<file path="config.mk">
export PLATFORM = sky130hd
export DESIGN_NAME = virq_injector
export DESIGN_NICKNAME = d
export VERILOG_FILES = /design/src/rtl/virq_injector_pkg.sv /design/src/rtl/virq_fifo.sv /design/src/rtl/virq_injector.sv
export SDC_FILE = /design/constraint.sdc
export NUM_CORES = 1
export LEC_CHECK = 0
export BUFFER_PORTS_ARGS = -buffer_cell sky130_fd_sc_hd__buf_2
export CORE_ASPECT_RATIO = 0.9
export CORE_UTILIZATION = 45
export DETAILED_ROUTE_END_ITERATION = 12
export GPL_ROUTABILITY_DRIVEN = 0
export PLACE_DENSITY_LB_ADDON = 0.08
export SETUP_SLACK_MARGIN = 0.05
export SYNTH_ARGS = -nofsm -noshare
export SYNTH_HDL_FRONTEND = slang
export SYNTH_SLANG_ARGS = --single-unit
</file>
<file path="constraint.sdc">
create_clock -name clk -period 2.7 [get_ports clk]
set_input_delay 0.135 -clock clk [delete_from_list [all_inputs] [get_ports clk]]
set_output_delay 0.135 -clock clk [all_outputs]
set_load 0.01 [all_outputs]
</file>
<file path="src/rtl/virq_injector_pkg.sv">
// Shared definitions for the virtual interrupt injector: FSM encoding,
// hypervisor register select codes and status bit positions.
package virq_injector_pkg;

  typedef enum logic [1:0] {
    ST_IDLE   = 2'd0,
    ST_ASSERT = 2'd1,
    ST_ACK    = 2'd2,
    ST_POP    = 2'd3
  } state_t;

  localparam logic [1:0] SEL_PUSH  = 2'd0;
  localparam logic [1:0] SEL_CTRL  = 2'd1;
  localparam logic [1:0] SEL_FLUSH = 2'd2;

  localparam int STAT_STALE = 7;
  localparam int STAT_FULL  = 6;
  localparam int STAT_EMPTY = 5;
  localparam int STAT_OVF   = 4;

  // Occupancy field is only four bits wide, so a 16-deep queue reads as 15.
  function automatic logic [3:0] sat_occ(input logic [4:0] n);
    return (n > 5'd15) ? 4'hf : n[3:0];
  endfunction

endpackage

</file>
<file path="src/rtl/virq_fifo.sv">
// DEPTH x 8 synchronous vector FIFO with wrap-bit pointers; push when full
// and pop when empty are ignored, and flush returns both pointers to zero.
module virq_fifo #(
  parameter int DEPTH = 4,
  localparam int AW   = $clog2(DEPTH)
) (
  input  logic        clk,
  input  logic        reset_n,
  input  logic        push,
  input  logic        pop,
  input  logic        flush,
  input  logic [7:0]  wdata,
  output logic [7:0]  head,
  output logic        full,
  output logic        empty,
  output logic [AW:0] count
);

  logic [7:0]  mem [DEPTH];
  logic [AW:0] wr_ptr;
  logic [AW:0] rd_ptr;

  assign empty = (wr_ptr == rd_ptr);
  assign full  = (wr_ptr[AW] != rd_ptr[AW]) && (wr_ptr[AW-1:0] == rd_ptr[AW-1:0]);
  assign count = wr_ptr - rd_ptr;
  assign head  = mem[rd_ptr[AW-1:0]];

  always_ff @(posedge clk or negedge reset_n) begin
    if (!reset_n) begin
      wr_ptr <= '0;
      rd_ptr <= '0;
    end else if (flush) begin
      wr_ptr <= '0;
      rd_ptr <= '0;
    end else begin
      if (push && !full) wr_ptr <= wr_ptr + 1'b1;
      if (pop && !empty) rd_ptr <= rd_ptr + 1'b1;
    end
  end

  // Storage needs no reset: the head is only consumed while the FIFO is non-empty.
  always_ff @(posedge clk) begin
    if (push && !full && !flush) mem[wr_ptr[AW-1:0]] <= wdata;
  end

endmodule

</file>
<file path="src/rtl/virq_injector.sv">
// Injects hypervisor-queued IM2 vectors into the guest Z80: raises INT while
// the guest runs untrapped, answers the INTA cycle with the head vector, pops it.
module virq_injector
  import virq_injector_pkg::*;
#(
  parameter int DEPTH   = 4,
  parameter int TIMEOUT = 4096
) (
  input  logic       clk,
  input  logic       reset_n,
  input  logic       m1_n,
  input  logic       iorq_n,
  input  logic       trap_state,
  input  logic       virtual_enabled,
  input  logic       reg_wr,
  input  logic [1:0] reg_sel,
  input  logic [7:0] wdata,
  output logic       int_n,
  output logic       vec_oe,
  output logic [7:0] vec_data,
  output logic [7:0] status,
  output state_t     dbg_state
);

  localparam int AW = $clog2(DEPTH);
  localparam int TW = $clog2(TIMEOUT);

  state_t        state;
  logic          enable;
  logic          overflow;
  logic          stale;
  logic [TW-1:0] to_cnt;

  logic [7:0]    head;
  logic          full;
  logic          empty;
  logic [AW:0]   count;

  logic wr_push, wr_ctrl, wr_flush;
  logic fifo_flush, fifo_pop, deliver, inta;

  assign wr_push    = reg_wr && (reg_sel == SEL_PUSH);
  assign wr_ctrl    = reg_wr && (reg_sel == SEL_CTRL);
  assign wr_flush   = reg_wr && (reg_sel == SEL_FLUSH);
  // The head vector is on the bus during ACK, so a queue flush must wait.
  assign fifo_flush = wr_flush && wdata[1] && (state != ST_ACK);
  assign fifo_pop   = (state == ST_POP);
  assign deliver    = enable && virtual_enabled && !trap_state && !empty;
  assign inta       = !m1_n && !iorq_n;

  virq_fifo #(.DEPTH(DEPTH)) u_fifo (
    .clk     (clk),
    .reset_n (reset_n),
    .push    (wr_push),
    .pop     (fifo_pop),
    .flush   (fifo_flush),
    .wdata   (wdata),
    .head    (head),
    .full    (full),
    .empty   (empty),
    .count   (count)
  );

  always_ff @(posedge clk or negedge reset_n) begin
    if (!reset_n) begin
      enable   <= 1'b0;
      overflow <= 1'b0;
    end else begin
      if (wr_ctrl) enable <= wdata[0];
      if (wr_flush && wdata[0]) overflow <= 1'b0;
      else if (wr_push && full) overflow <= 1'b1;
    end
  end

  // Guest handshake: int_n low requests service; the guest acknowledges with
  // M1 and IORQ low in the same sampled cycle, and the vector stays driven
  // until IORQ is sampled high again.
  always_ff @(posedge clk or negedge reset_n) begin
    if (!reset_n) begin
      state    <= ST_IDLE;
      int_n    <= 1'b1;
      vec_oe   <= 1'b0;
      vec_data <= 8'h00;
      to_cnt   <= '0;
      stale    <= 1'b0;
    end else begin
      if (wr_flush && wdata[0]) stale <= 1'b0;
      case (state)
        ST_IDLE: begin
          if (deliver) begin
            state <= ST_ASSERT;
            int_n <= 1'b0;
          end
        end
        ST_ASSERT: begin
          if (inta) begin
            state    <= ST_ACK;
            int_n    <= 1'b1;
            vec_oe   <= 1'b1;
            vec_data <= head;
          end else if (!deliver) begin
            state  <= ST_IDLE;
            int_n  <= 1'b1;
            to_cnt <= '0;
          end else if (to_cnt != TW'(TIMEOUT - 1)) begin
            // Stale fires only on the step into the terminal count, so a clear
            // while still waiting is not immediately undone.
            to_cnt <= to_cnt + 1'b1;
            if (to_cnt == TW'(TIMEOUT - 2)) stale <= 1'b1;
          end
        end
        ST_ACK: begin
          if (iorq_n) begin
            state  <= ST_POP;
            vec_oe <= 1'b0;
          end
        end
        ST_POP: begin
          state  <= ST_IDLE;
          to_cnt <= '0;
        end
        default: state <= ST_IDLE;
      endcase
    end
  end

  assign status    = {stale, full, empty, overflow, sat_occ(5'(count))};
  assign dbg_state = state;

endmodule

</file>
**Yosys cells after proc, flatten, opt, wreduce, memory -nomap -nowiden**

Memory sizes are Yosys's and may differ from the RTL's. A register that Yosys moved wholly into a read port is not among the register bits.
Index checks and enable logic that the tools add are counted.

- RAM bits: 32
- Register bits after elaboration: 25
- Output and inout port bits: 20
- Word-level logic and storage cells: 96
- Memories: 1

Memory list:

| name | depth | width | read ports | clocked after memory_dff | wr ports | line | RTL |
|---|---|---|---|---|---|---|---|
| u_fifo.mem | 4 | 8 | 1 | 1 | 1 | virq_fifo.sv:19 | `logic [7:0] mem [DEPTH];` |

- Muxes and demuxes: 30
- Reduce and logical (&&, ||, !) cells: 35
- Add/subtract/negate cells: 4
- Eq/ne operators: 17

Operator list:

| cell | count |
|---|---|
| $mux 12 | 3 |
| $pmux 12 s2 | 1 |
| $logic_and 1x1->1 | 15 |
| $mux 1 | 15 |
| $add 12x1->12 const B | 1 |
| $eq 12x12->1 const B | 1 |
| $mux 3 | 4 |
| $ne 12x12->1 const B | 1 |
| $reduce_and 3->1 | 4 |
| $reduce_bool 2->1 | 6 |
| $ne 2x2->1 const B | 5 |
| $mux 2 | 4 |
| $pmux 2 s4 | 1 |
| $logic_not 1->1 | 7 |
| $add 3x1->3 const B | 2 |
| $eq 2x2->1 const B | 3 |
| $ne 3x3->1 const B | 2 |
| $eq 2x1->1 const B | 2 |
| $logic_not 2->1 | 2 |
| $pmux 1 s2 | 2 |
| $eq 3x3->1 | 1 |
| $sub 3x3->3 | 1 |
| $eq 2x2->1 | 1 |
| $reduce_and 2->1 | 1 |
| $ne 1x1->1 | 1 |

**Longest topological paths before layout**

Gate-level depths: netlist of the first run.

- Depth in word-level cells: 9
- Depth in mapped cells: 9
- Gate-level depth less buffers: 6

**Modules after synthesis**

From an unflattened synthesis of the first run, not the netlist that was laid out.

- Cells, all modules: 246
- Area, all modules: 3,199.3 sq um

Modules (own cells, without submodules):

| module | area each (sq um) | cells an instance | instances |
|---|---|---|---|
| virq_fifo | 1,729.2 | 106 | 1 |
| virq_injector | 1,470.2 | 140 | 1 |

**Worst setup path after synthesis of the first run**

Ideal clock, no wire load.

- Kind: register to register
- Start: reg u_fifo.rd_ptr[1]
- End: mem u_fifo.mem[0][0] (enable)
- Data required time: 2.368 ns
- Buffers on the path: 2
- Cell stages (with the launch flop): 8
- Slack: 0.449 ns
- Library setup time: 0.332 ns
- Data arrival time: 1.919 ns
- Cell sequence: dfrtp_1 -> clkbuf_1 -> inv_1 -> ha_1 -> and2_1 -> clkbuf_1 -> a21oi_2 -> and2_1

- Longest elaborated chain between the ends: 7

Ends and longest elaborated chain:

| what | line | RTL |
|---|---|---|
| from (decl) | virq_fifo.sv:21 | `logic [AW:0] rd_ptr;` |
| from (signal assigned) | virq_fifo.sv:37 | `if (pop && !empty) rd_ptr <= rd_ptr + 1'b1;` |
| $eq 2x2->1 | virq_fifo.sv:24 | `assign full = (wr_ptr[AW] != rd_ptr[AW]) && (wr_ptr[AW-1:0] == rd_ptr[AW-1:0]);` |
| $logic_and 1x1->1 | virq_fifo.sv:24 |  |
| $logic_not 1->1 | virq_fifo.sv:43 | `if (push && !full && !flush) mem[wr_ptr[AW-1:0]] <= wdata;` |
| $logic_and 1x1->1 (2 in series) | virq_fifo.sv:43 |  |
| $mux 1 | virq_fifo.sv:43 |  |
| $mux 1 (not written as such) | virq_fifo.sv:43 |  |
| to (decl) | virq_fifo.sv:19 |  |

Every way passes these cells.

**Worst setup path in the final report of the first run**

- Start: reg u_fifo.wr_ptr[0]
- End: reg to_cnt[1]

- Longest elaborated chain between the ends: 6

Ends and longest elaborated chain:

| what | line | RTL |
|---|---|---|
| from (decl) | virq_fifo.sv:20 | `logic [AW:0] wr_ptr;` |
| from (signal assigned) | virq_fifo.sv:36 | `if (push && !full) wr_ptr <= wr_ptr + 1'b1;` |
| $eq 3x3->1 (*) | virq_fifo.sv:23 | `assign empty = (wr_ptr == rd_ptr);` |
| $logic_not 1->1 (*) | virq_injector.sv:48 | `assign deliver = enable && virtual_enabled && !trap_state && !empty;` |
| $logic_and 1x1->1 (*) | virq_injector.sv:48 |  |
| $mux 12 | virq_injector.sv:101 | `end else if (!deliver) begin` |
| $mux 12 | virq_injector.sv:96 | `if (inta) begin` |
| $pmux 12 s2 | virq_injector.sv:88 | `case (state)` |
| to (signal assigned) | virq_injector.sv:108 | `to_cnt <= to_cnt + 1'b1;` |
| to (decl) | virq_injector.sv:32 | `logic [TW-1:0] to_cnt;` |

Every way passes the cells marked *; elsewhere a longest branch is shown, timed or not. The select of a mux whose other input is x is not followed.
A chain may end at the register's enable or synchronous reset.

==> results of run 1 <==
[layout by cell type (no fill, tap or decap), drive strengths merged, types with 2 or more instances in the layout]
cell	synthesis	routed
mux2	11	11
a41oi	9	9
and2	5	5
xor2	4	4
o21a	8	8
mux4	8	8
nand3	7	7
and3	5	5
o21ai	8	8
clkinv	0	5
ha	9	9
nand4	3	3
nor4	2	2
a31oi	4	4
clkbuf	3	10
buf	10	39
xnor2	2	2
dlygate4sd3	0	2
nor2	13	13
nand2	14	14
nand3b	2	2
nor3	3	3
a211o	2	2
a21oi	9	9
nand2b	2	2
edfxtp	32	32
o31ai	2	2
inv	9	9
dfrtp	32	32
nor2b	2	2
[power by group through the flow]
stage	clock (mW)	sequential, mW	combinational, mW
global route	0.753	1.35	1.20
finish	0.685	1.33	1.08
global placement	0	1.35	1.08
floorplan	0	1.37	0.758
CTS	0.708	1.33	1.09
detailed placement	0	1.35	1.08
[what timing repair did]
action / in CTS / in global routing
resized for setup: 0 / 0
endpoints found under the setup margin: 0 / 0
endpoints found under the hold margin: 36 / 0
hold buffers: 2 / 0
[critical path: stages, from the launching register on]
cell	delay, ns
sky130_fd_sc_hd__dfrtp_1	0.41
sky130_fd_sc_hd__inv_1	0.10
sky130_fd_sc_hd__ha_1	0.32
sky130_fd_sc_hd__and2_1	0.28
sky130_fd_sc_hd__a21o_1	0.21
sky130_fd_sc_hd__o21a_1	0.51
sky130_fd_sc_hd__mux2_4	0.34
[through the flow]
step	setup WS (ns)	area, um^2
2_1_floorplan	0.449	3110
3_3_place_gp	0.514	3350
3_5_place_dp	0.472	3350
4_1_cts	0.456	3530
5_1_grt	0.312	3530
6_report	0.423	3530
[registers in the layout, summed over array words and instances, names as in the netlist, 3 cells and up, named ones only]
signal	flops
to_cnt	12
u_fifo.mem	32
u_fifo.rd_ptr	3
u_fifo.wr_ptr	3
vec_data	8
[worst paths after layout]
path	startpoint	to	slack, ns	cells past startpoint
hold reg to reg	vec_oe	vec_oe	0.50	2
setup / recovery	u_fifo.wr_ptr[0]	to_cnt[1]	0.42	6
hold / removal	wdata[2]	u_fifo.mem[3][2]	0.02	1
min in group asynchronous	reset_n	vec_data[5]	0.42	2
setup reg to reg	u_fifo.wr_ptr[0]	to_cnt[1]	0.42	6
max in group asynchronous	reset_n	vec_oe	1.77	2
[final cells by class]
class	instances	area, um^2
Fill cell	578	3090
Sequential cell	65	1790
Multi-Input combinational cell	148	1210
Timing Repair Buffer	41	225
Clock buffer	10	128
Tap cell	90	113
Clock inverter	6	35.0
Inverter	9	33.8
[cells by family (layout without fill, tap and decap cells)]
| group | after synthesis | in the layout | synth area share, % |
|---|---|---|---|
| mux | 20 | 20 | 10.2 |
| flops | 65 | 65 | 57.6 |
| other cells | 1 | 1 | 0.121 |
| buf+inv | 22 | 66 | 3.62 |
| fa+ha+maj | 10 | 10 | 4.27 |
| simple gates | 62 | 62 | 10.4 |
| compound gates | 49 | 49 | 11.9 |
| xor+xnor | 6 | 6 | 1.93 |
[metal layers]
metal / GRT usage (%) / up-vias / wire, um
met3: 6.10 / 5 / 266
met1: 27.6 / 980 / 3010
met4: 4.76 / 0 / 41
met5: 0 / - / 0
li1: - / 964 / -
met2: 26.2 / 47 / 2630
==> reports/metrics.cfg, run 1 <==
[drt]
vias = 1996
first_iter_violations = 118
postRouteAntennaNets = 0
postRouteWirelength_mm = 5.95
drcViolationCount = 0
post_drt_via_cell_ratio = 5.41
avgRoutedWirePerCell_um = 16.1
first_drt_pass_iteration_count = 4

[power_and_ir_drop]
power_switching_share_pct = 34.7
combPwrFrac_pct = 34.9
vdd_drop_max_mv = 0.529
power.total_mw = 3.09
switching_power_mw = 1.07
sequentialPowerShare_pct = 42.9
cellPowerDensity_nw_per_um2 = 876
intPower_mw = 2.02
p_leak_nw = 1.42
clock_power_share_pct = 22.2

[clock_network]
cts.root.buffer_cell = sky130_fd_sc_hd__clkbuf_8
htreeDepth = 3
tritoncts_clock_tree = built
buffer_levels_on_the_longest_clock_path = 2
cts_setup_buffers = 0
cts_made_buffers = 9
cts.sink_count = 65
reg_clk_slew_reported_paths_ns = 0.07
worst_skew_pair.late_latency_ns = 0.33

[layout]
n_diodes = 0
drive_above_1_share_pct = 29.4
area.growth.synth_to_final_pct = 13.6
fin_nets = 301
final_core_utilization_pct = 53.3
instances_no_fill = 369

[floorplanning]
floorplan.die_area_um2 = 7240
core_region_area_um2 = 6620
die_w_um = 89.6
die_h_um = 80.8
io-pin-count = 37
effective_utilization_at_floorplan_pct = 46.9
placementRows = 28

[timing]
final.setup_skew_ns = 0.00704
worst_tran_pin_value_ns = 0.788
timing.fmax_ghz = 0.439
hold_slack_ns = 0.0205
setup_viol = 0
final.setup.tns_ns = 0
timing.final.hold_violations = 0
timing_max_transition_violations_final = 0
rsz_0062_raised_after_global_routing = false
finalCriticalPeriod_ns = 2.28
finalCritPeriodShare_pct = 84.3
max-slew-margin-rel_pct = 47.4

[place]
buffer_ports.inserted = 35
post-place-cells = 351
placed_wire_length_estimate_after_detailed_placement_mm = 4.04

[flow_run]
cap_viol_max_count = 0

[yosys]
yosysSeqAreaShare_pct = 57.6
synth-warning-count = 0
synthDistinctLibCells = 51
post_synth_net_total = 262
postSynthRegisterBits = 65
post_synth_inst_count = 235
synth.largest_area_cell = sky130_fd_sc_hd__edfxtp_1
synth_enable_flop_cells = 32
ys_top_cells_by_count = sky130_fd_sc_hd__dfrtp_1, sky130_fd_sc_hd__edfxtp_1, sky130_fd_sc_hd__nand2_1
synth_largest_type_area_fraction_pct = 30.9
synth-async-reset-ratio_pct = 50.8
syn_area_per_cell_um2 = 13.2
netlist_top_cells_area = sky130_fd_sc_hd__edfxtp_1, sky130_fd_sc_hd__dfrtp_1, sky130_fd_sc_hd__mux4_2
synth_top_flop_cell = sky130_fd_sc_hd__edfxtp_1
syn-cell-area_um2 = 3110

[setup_path]
cp_data_required_time_ns = 2.92
setup.worst_path.end_class = flip-flop
timing.critical_path.arrival_ns = 2.50
worst-path-max-fanout = 11
setup.worst_path.start_class = flip-flop
worstSetupPathType = reg -> reg

[global_route]
gr-usage-all-layers_pct = 18.6
largest_net_degree_at_the_start_of_global_routing = 34
antenna_found_initial = 0
grt_pass1_vias = 1913
grt_overflow = 0
grt_pass1_wl_mm = 9.73

[run_status]
run_status = finished clean

[worst_hold_path]
worstHoldPathType = in -> reg

(Power assumes the default switching activity.)
==> inputs of run 2 (changes only) <==
==> constraint.sdc (replaced) <==
create_clock -name clk -period 2 [get_ports clk]
set_input_delay 0.1 -clock clk [delete_from_list [all_inputs] [get_ports clk]]
set_output_delay 0.1 -clock clk [all_outputs]
set_load 0.01 [all_outputs]
==> run 2 against run 1 <==
Net effect: clock power increased by 55%; via count is 0.40% higher; first-iteration DRC count is 30% lower.
==> reports/metrics.cfg, run 2 (same netlist as run 1, synthesis figures left out) <==
[power_and_ir_drop]
cellPowerDensity_nw_per_um2 = 1190
power_switching_share_pct = 32.7
intPower_mw = 2.94
p_leak_nw = 1.49
clock_power_share_pct = 24.3
switching_power_mw = 1.43
vdd_drop_max_mv = 0.864
combPwrFrac_pct = 34.9
power.total_mw = 4.37
sequentialPowerShare_pct = 40.8

[drt]
first_drt_pass_iteration_count = 4
vias = 2004
drcViolationCount = 0
first_iter_violations = 83
postRouteAntennaNets = 0
postRouteWirelength_mm = 5.89
post_drt_via_cell_ratio = 5.26
avgRoutedWirePerCell_um = 15.5

[global_route]
grt_pass1_vias = 1862
antenna_found_initial = 0
grt_overflow = 0
gr-usage-all-layers_pct = 18.0
grt_pass1_wl_mm = 9.34
largest_net_degree_at_the_start_of_global_routing = 34

[timing]
final.setup_skew_ns = 0.00692
timing_max_transition_violations_final = 0
finalCritPeriodShare_pct = 93.7
max-slew-margin-rel_pct = 46.4
final.setup.tns_ns = 0
rsz_0062_raised_after_global_routing = true
worst_tran_pin_value_ns = 0.804
timing.final.hold_violations = 0
setup_viol = 0
timing.fmax_ghz = 0.534
finalCriticalPeriod_ns = 1.87

[clock_network]
htreeDepth = 3
tritoncts_clock_tree = built
cts.sink_count = 65
worst_skew_pair.late_latency_ns = 0.32
cts.root.buffer_cell = sky130_fd_sc_hd__clkbuf_8
buffer_levels_on_the_longest_clock_path = 2
cts_setup_buffers = 0
cts_made_buffers = 9
reg_clk_slew_reported_paths_ns = 0.06

[layout]
final_core_utilization_pct = 55.5
n_diodes = 0
area.growth.synth_to_final_pct = 18.2
fin_nets = 313
largest_register_ffs = 32
final_cell_mix = sky130_fd_sc_hd__buf_2, sky130_fd_sc_hd__dfrtp_1, sky130_fd_sc_hd__edfxtp_1
drive_above_1_share_pct = 31.6
instances_no_fill = 381
layout.cells.most_common = sky130_fd_sc_hd__buf_2

[setup_path]
reg2reg_from = u_fifo.wr_ptr[0]
cp_data_required_time_ns = 2.25
timing.critical_path.arrival_ns = 2.12
worst-path-max-fanout = 7
reg2reg_setup_slack_ns = 0.13
worstSetupPathType = reg -> reg
cp-endpoint = to_cnt[6]
setup.worst_path.start_class = flip-flop
setup.worst_path.start = u_fifo.wr_ptr[0]
worst_r2r_path_depth = 6
setup.worst_path.end_class = flip-flop
r2r_end = to_cnt[6]

[worst_hold_path]
worstHoldPathType = in -> reg

[flow_run]
cap_viol_max_count = 0

[place]
post-place-cells = 357
placed_wire_length_estimate_after_detailed_placement_mm = 4.06
buffer_ports.inserted = 35

[floorplanning]
core_region_area_um2 = 6620
io-pin-count = 37
placementRows = 28
effective_utilization_at_floorplan_pct = 46.9
floorplan.die_area_um2 = 7240
die_w_um = 89.6
die_h_um = 80.8

[run_status]
run_status = finished clean

[run 2: worst max-delay path, cell delays in order (launching register included)]
cell and delay, ns:
sky130_fd_sc_hd__dfrtp_1 0.38, sky130_fd_sc_hd__inv_1 0.11, sky130_fd_sc_hd__ha_1 0.27, sky130_fd_sc_hd__and2_2 0.26, sky130_fd_sc_hd__a211o_1 0.43, sky130_fd_sc_hd__o21a_1 0.23
sky130_fd_sc_hd__a21oi_1 0.13
[run 2: worst min-delay path by stage]
stage / startpoint / slack (ns) / endpoint / cells after the start
2_1_floorplan: reset_n / -0.20 / async pin / 0
3_3_place_gp: reset_n / 0.24 / vec_data[7] / 1
3_5_place_dp: reset_n / 0.23 / vec_data[7] / 1
4_1_cts: wdata[1] / 0.007 / u_fifo.mem[1][1] / 1
5_1_grt: wdata[1] / 0.01 / u_fifo.mem[1][1] / 1
6_report: wdata[1] / 0.03 / u_fifo.mem[1][1] / 1
[run 2: repair_timing]
item	CTS	global route
hold buffers	8	0
endpoints found under the setup margin	0	33
hold endpoints to repair	57	0
resized for setup	0	3
[run 2: power by group through the flow]
stage / clock (mW) / sequential, mW / combinational, mW
after detailed placement: 0 / 1.81 / 1.51
final: 1.06 / 1.78 / 1.52
after global routing: 1.15 / 1.82 / 1.72
after global placement: 0 / 1.81 / 1.52
after floorplan: 0 / 1.85 / 1.08
after CTS: 1.10 / 1.79 / 1.53
[run 2: layer usage]
metal | GRT usage (%) | vias up | wire length (um) | part of all wire, %
li1 | - | 986 | - | -
met1 | 24.6 | 981 | 2940 | 50
met2 | 27.4 | 35 | 2760 | 47
met3 | 5.18 | 2 | 166 | 2.8
met4 | 6.67 | 0 | 29 | 0.49
met5 | 0 | - | 0 | 0
[run 2: final cells by class]
cell class                 instances  area [um^2]
clock buffer                      12          145
inverter                           9         33.8
tap                               90          113
multi-input combinational        148         1220
sequential                        65         1790
fill                             562         2950
timing repair buffer              53          330
clock inverter                     4         42.5
[run 2: through the flow]
| step | hold WS, ns | setup slack (ns) | area [um^2] |
|---|---|---|---|
| final | 0.0288 | 0.126 | 3670 |
| after global routing | 0.0135 | 0.0274 | 3670 |
| after CTS | 0.00665 | 0.114 | 3660 |
| after detailed placement | 0.234 | 0.127 | 3390 |
| after global placement | 0.243 | 0.160 | 3390 |
| after floorplan | -0.196 | 0.0599 | 3130 |
==> inputs of run 3 (changes only) <==
--- a/config.mk
+++ b/config.mk
@@ -10,7 +10,7 @@
 export CORE_UTILIZATION = 45
 export DETAILED_ROUTE_END_ITERATION = 12
 export GPL_ROUTABILITY_DRIVEN = 0
-export PLACE_DENSITY_LB_ADDON = 0.08
+export PLACE_DENSITY = 0.74
 export SETUP_SLACK_MARGIN = 0.05
 export SYNTH_ARGS = -nofsm -noshare
 export SYNTH_HDL_FRONTEND = slang
==> run 3 against run 2 <==
Net effect: design area is the same; routed wire length rose by 9.1%; flip-flop and latch count unchanged; core utilization unchanged; die area is the same; worst setup slack worse by 0.016 ns.
==> reports/metrics.cfg, run 3 (same netlist as run 1, synthesis figures left out) <==
[power_and_ir_drop]
combPwrFrac_pct = 35.7
power.total_mw = 4.41
p_leak_nw = 1.49
vdd_drop_max_mv = 0.516
switching_power_mw = 1.60
sequentialPowerShare_pct = 40.8
clock_power_share_pct = 23.5
intPower_mw = 2.81
power_switching_share_pct = 36.2
cellPowerDensity_nw_per_um2 = 1200

[setup_path]
worstSetupPathType = reg -> reg
timing.critical_path.cells = inv_1, ha_1, and2_2, a211oi_1, buf_4, o21ai_0, a31oi_2
crit_path_max_incr_delay_ns = 0.38
worst_path_max_delay_cell = sky130_fd_sc_hd__dfrtp_1
setup.worst_path.start = u_fifo.wr_ptr[0]
setup.worst_path.end_class = flip-flop
timing.critical_path.arrival_ns = 2.15
reg2reg_from = u_fifo.wr_ptr[0]
cp_data_required_time_ns = 2.26
worst-path-max-fanout = 6
setup.worst_path.start_class = flip-flop

[flow_run]
cap_viol_max_count = 0

[drt]
postRouteAntennaNets = 0
vias = 2100
avgRoutedWirePerCell_um = 16.8
drcViolationCount = 0
post_drt_via_cell_ratio = 5.50
first_iter_violations = 168
postRouteWirelength_mm = 6.43
first_drt_pass_iteration_count = 4

[layout]
largest_register_ffs = 32
final_core_utilization_pct = 55.5
area.sequential_um2 = 1790
n_diodes = 0
design_area_um2 = 3670
final_cell_mix = sky130_fd_sc_hd__buf_2, sky130_fd_sc_hd__dfrtp_1, sky130_fd_sc_hd__edfxtp_1
area.growth.synth_to_final_pct = 18.2
multi_input_gate_area_um2 = 1210
fin_nets = 314
layout.cells.most_common = sky130_fd_sc_hd__buf_2
drive_above_1_share_pct = 32.5
n_fill_cell = 544

[timing]
finalCriticalPeriod_ns = 1.89
timing.fmax_ghz = 0.529
worst_tran_pin_value_ns = 0.795
max-slew-margin-rel_pct = 47.0
timing.final.hold_violations = 0
final.setup_skew_ns = 0.0109
setup_viol = 0
finalCritPeriodShare_pct = 94.5
rsz_0062_raised_after_global_routing = false
timing_max_transition_violations_final = 0
final.setup.tns_ns = 0

[clock_network]
cts.sink_count = 65
cts_made_buffers = 9
buffer_levels_on_the_longest_clock_path = 2
tritoncts_clock_tree = built
worst_skew_pair.late_latency_ns = 0.35
reg_clk_slew_reported_paths_ns = 0.08
htreeDepth = 3
cts.root.buffer_cell = sky130_fd_sc_hd__clkbuf_8

[global_route]
grt_pass1_wl_mm = 10.1
grt_overflow = 0
largest_net_degree_at_the_start_of_global_routing = 34
gr-usage-all-layers_pct = 19.5
grt_pass1_vias = 2034
antenna_found_initial = 0

[place]
buffer_ports.inserted = 35
detailed_place.area_um2 = 3390
placed_wire_length_estimate_after_detailed_placement_mm = 4.44

[floorplanning]
floorplan.die_area_um2 = 7240
core_region_area_um2 = 6620
die_h_um = 80.8
effective_utilization_at_floorplan_pct = 46.9
io-pin-count = 37
placementRows = 28
die_w_um = 89.6

[run_status]
run_status = finished clean

[worst_hold_path]
worst_min_path_start = wdata[0]
worstHoldPathType = in -> reg

run 3: routing by layer:
layer | routed length [um] | vias up | GRT usage, %
met1 | 2970 | 1020 | 26.5
met4 | 131 | 0 | 7.94
met2 | 3010 | 74 | 28.6
met3 | 320 | 16 | 6.50
met5 | 0 | - | 0
li1 | - | 990 | -
run 3: through the flow:
stage	std cells	setup slack, ns	hold WS, ns
after floorplan	235	0.0599	-0.196
after detailed placement	356	0.0643	0.233
after global placement	356	0.132	0.222
after global routing	382	0.0508	0.0220
after CTS	381	0.0532	0.0280
final	382	0.110	0.0432
run 3: area by class of cell:
| class | instances | area share (%) |
|---|---|---|
| Sequential cell | 65 | 48.7 |
| Multi-Input combinational cell | 148 | 33.0 |
| Timing Repair Buffer | 54 | 9.27 |
| Clock buffer | 9 | 3.37 |
| Tap cell | 90 | 3.07 |
| Clock inverter | 7 | 1.67 |
| Inverter | 9 | 0.920 |
run 3: what timing repair did:
item / in CTS / in global routing
endpoints found under the setup margin: 2 / 44
endpoints found under the hold margin: 61 / 0
hold buffers: 9 / 0
resized for setup: 1 / 1
setup buffers: 0 / 1
run 3: critical path: cells and delay by family (launching register included):
| family | cells | cell delay [ns] |
|---|---|---|
| fa+ha+maj | 1 | 0.27 |
| simple gates | 1 | 0.25 |
| buf+inv | 2 | 0.28 |
| flops | 1 | 0.38 |
| compound gates | 3 | 0.63 |
run 3: path summary, 6_finish.rpt:
kind	end	cells past startpoint	slack, ns
setup reg to reg	to_cnt[5]	7	0.11
hold / removal	u_fifo.mem[1][0]	1	0.04
setup / recovery	to_cnt[5]	7	0.11
min in group asynchronous	to_cnt[6]	2	0.37
max in group asynchronous	u_fifo.rd_ptr[0]	2	1.12
hold reg to reg	vec_oe	2	0.50
run 3: power groups by stage:
stage	logic (mW)	clock network (mW)	registers, mW
2_1_floorplan	1.08	0	1.85
6_report	1.58	1.04	1.80
5_1_grt	1.74	1.12	1.83
3_3_place_gp	1.49	0	1.82
4_1_cts	1.56	1.07	1.81
3_5_place_dp	1.53	0	1.83
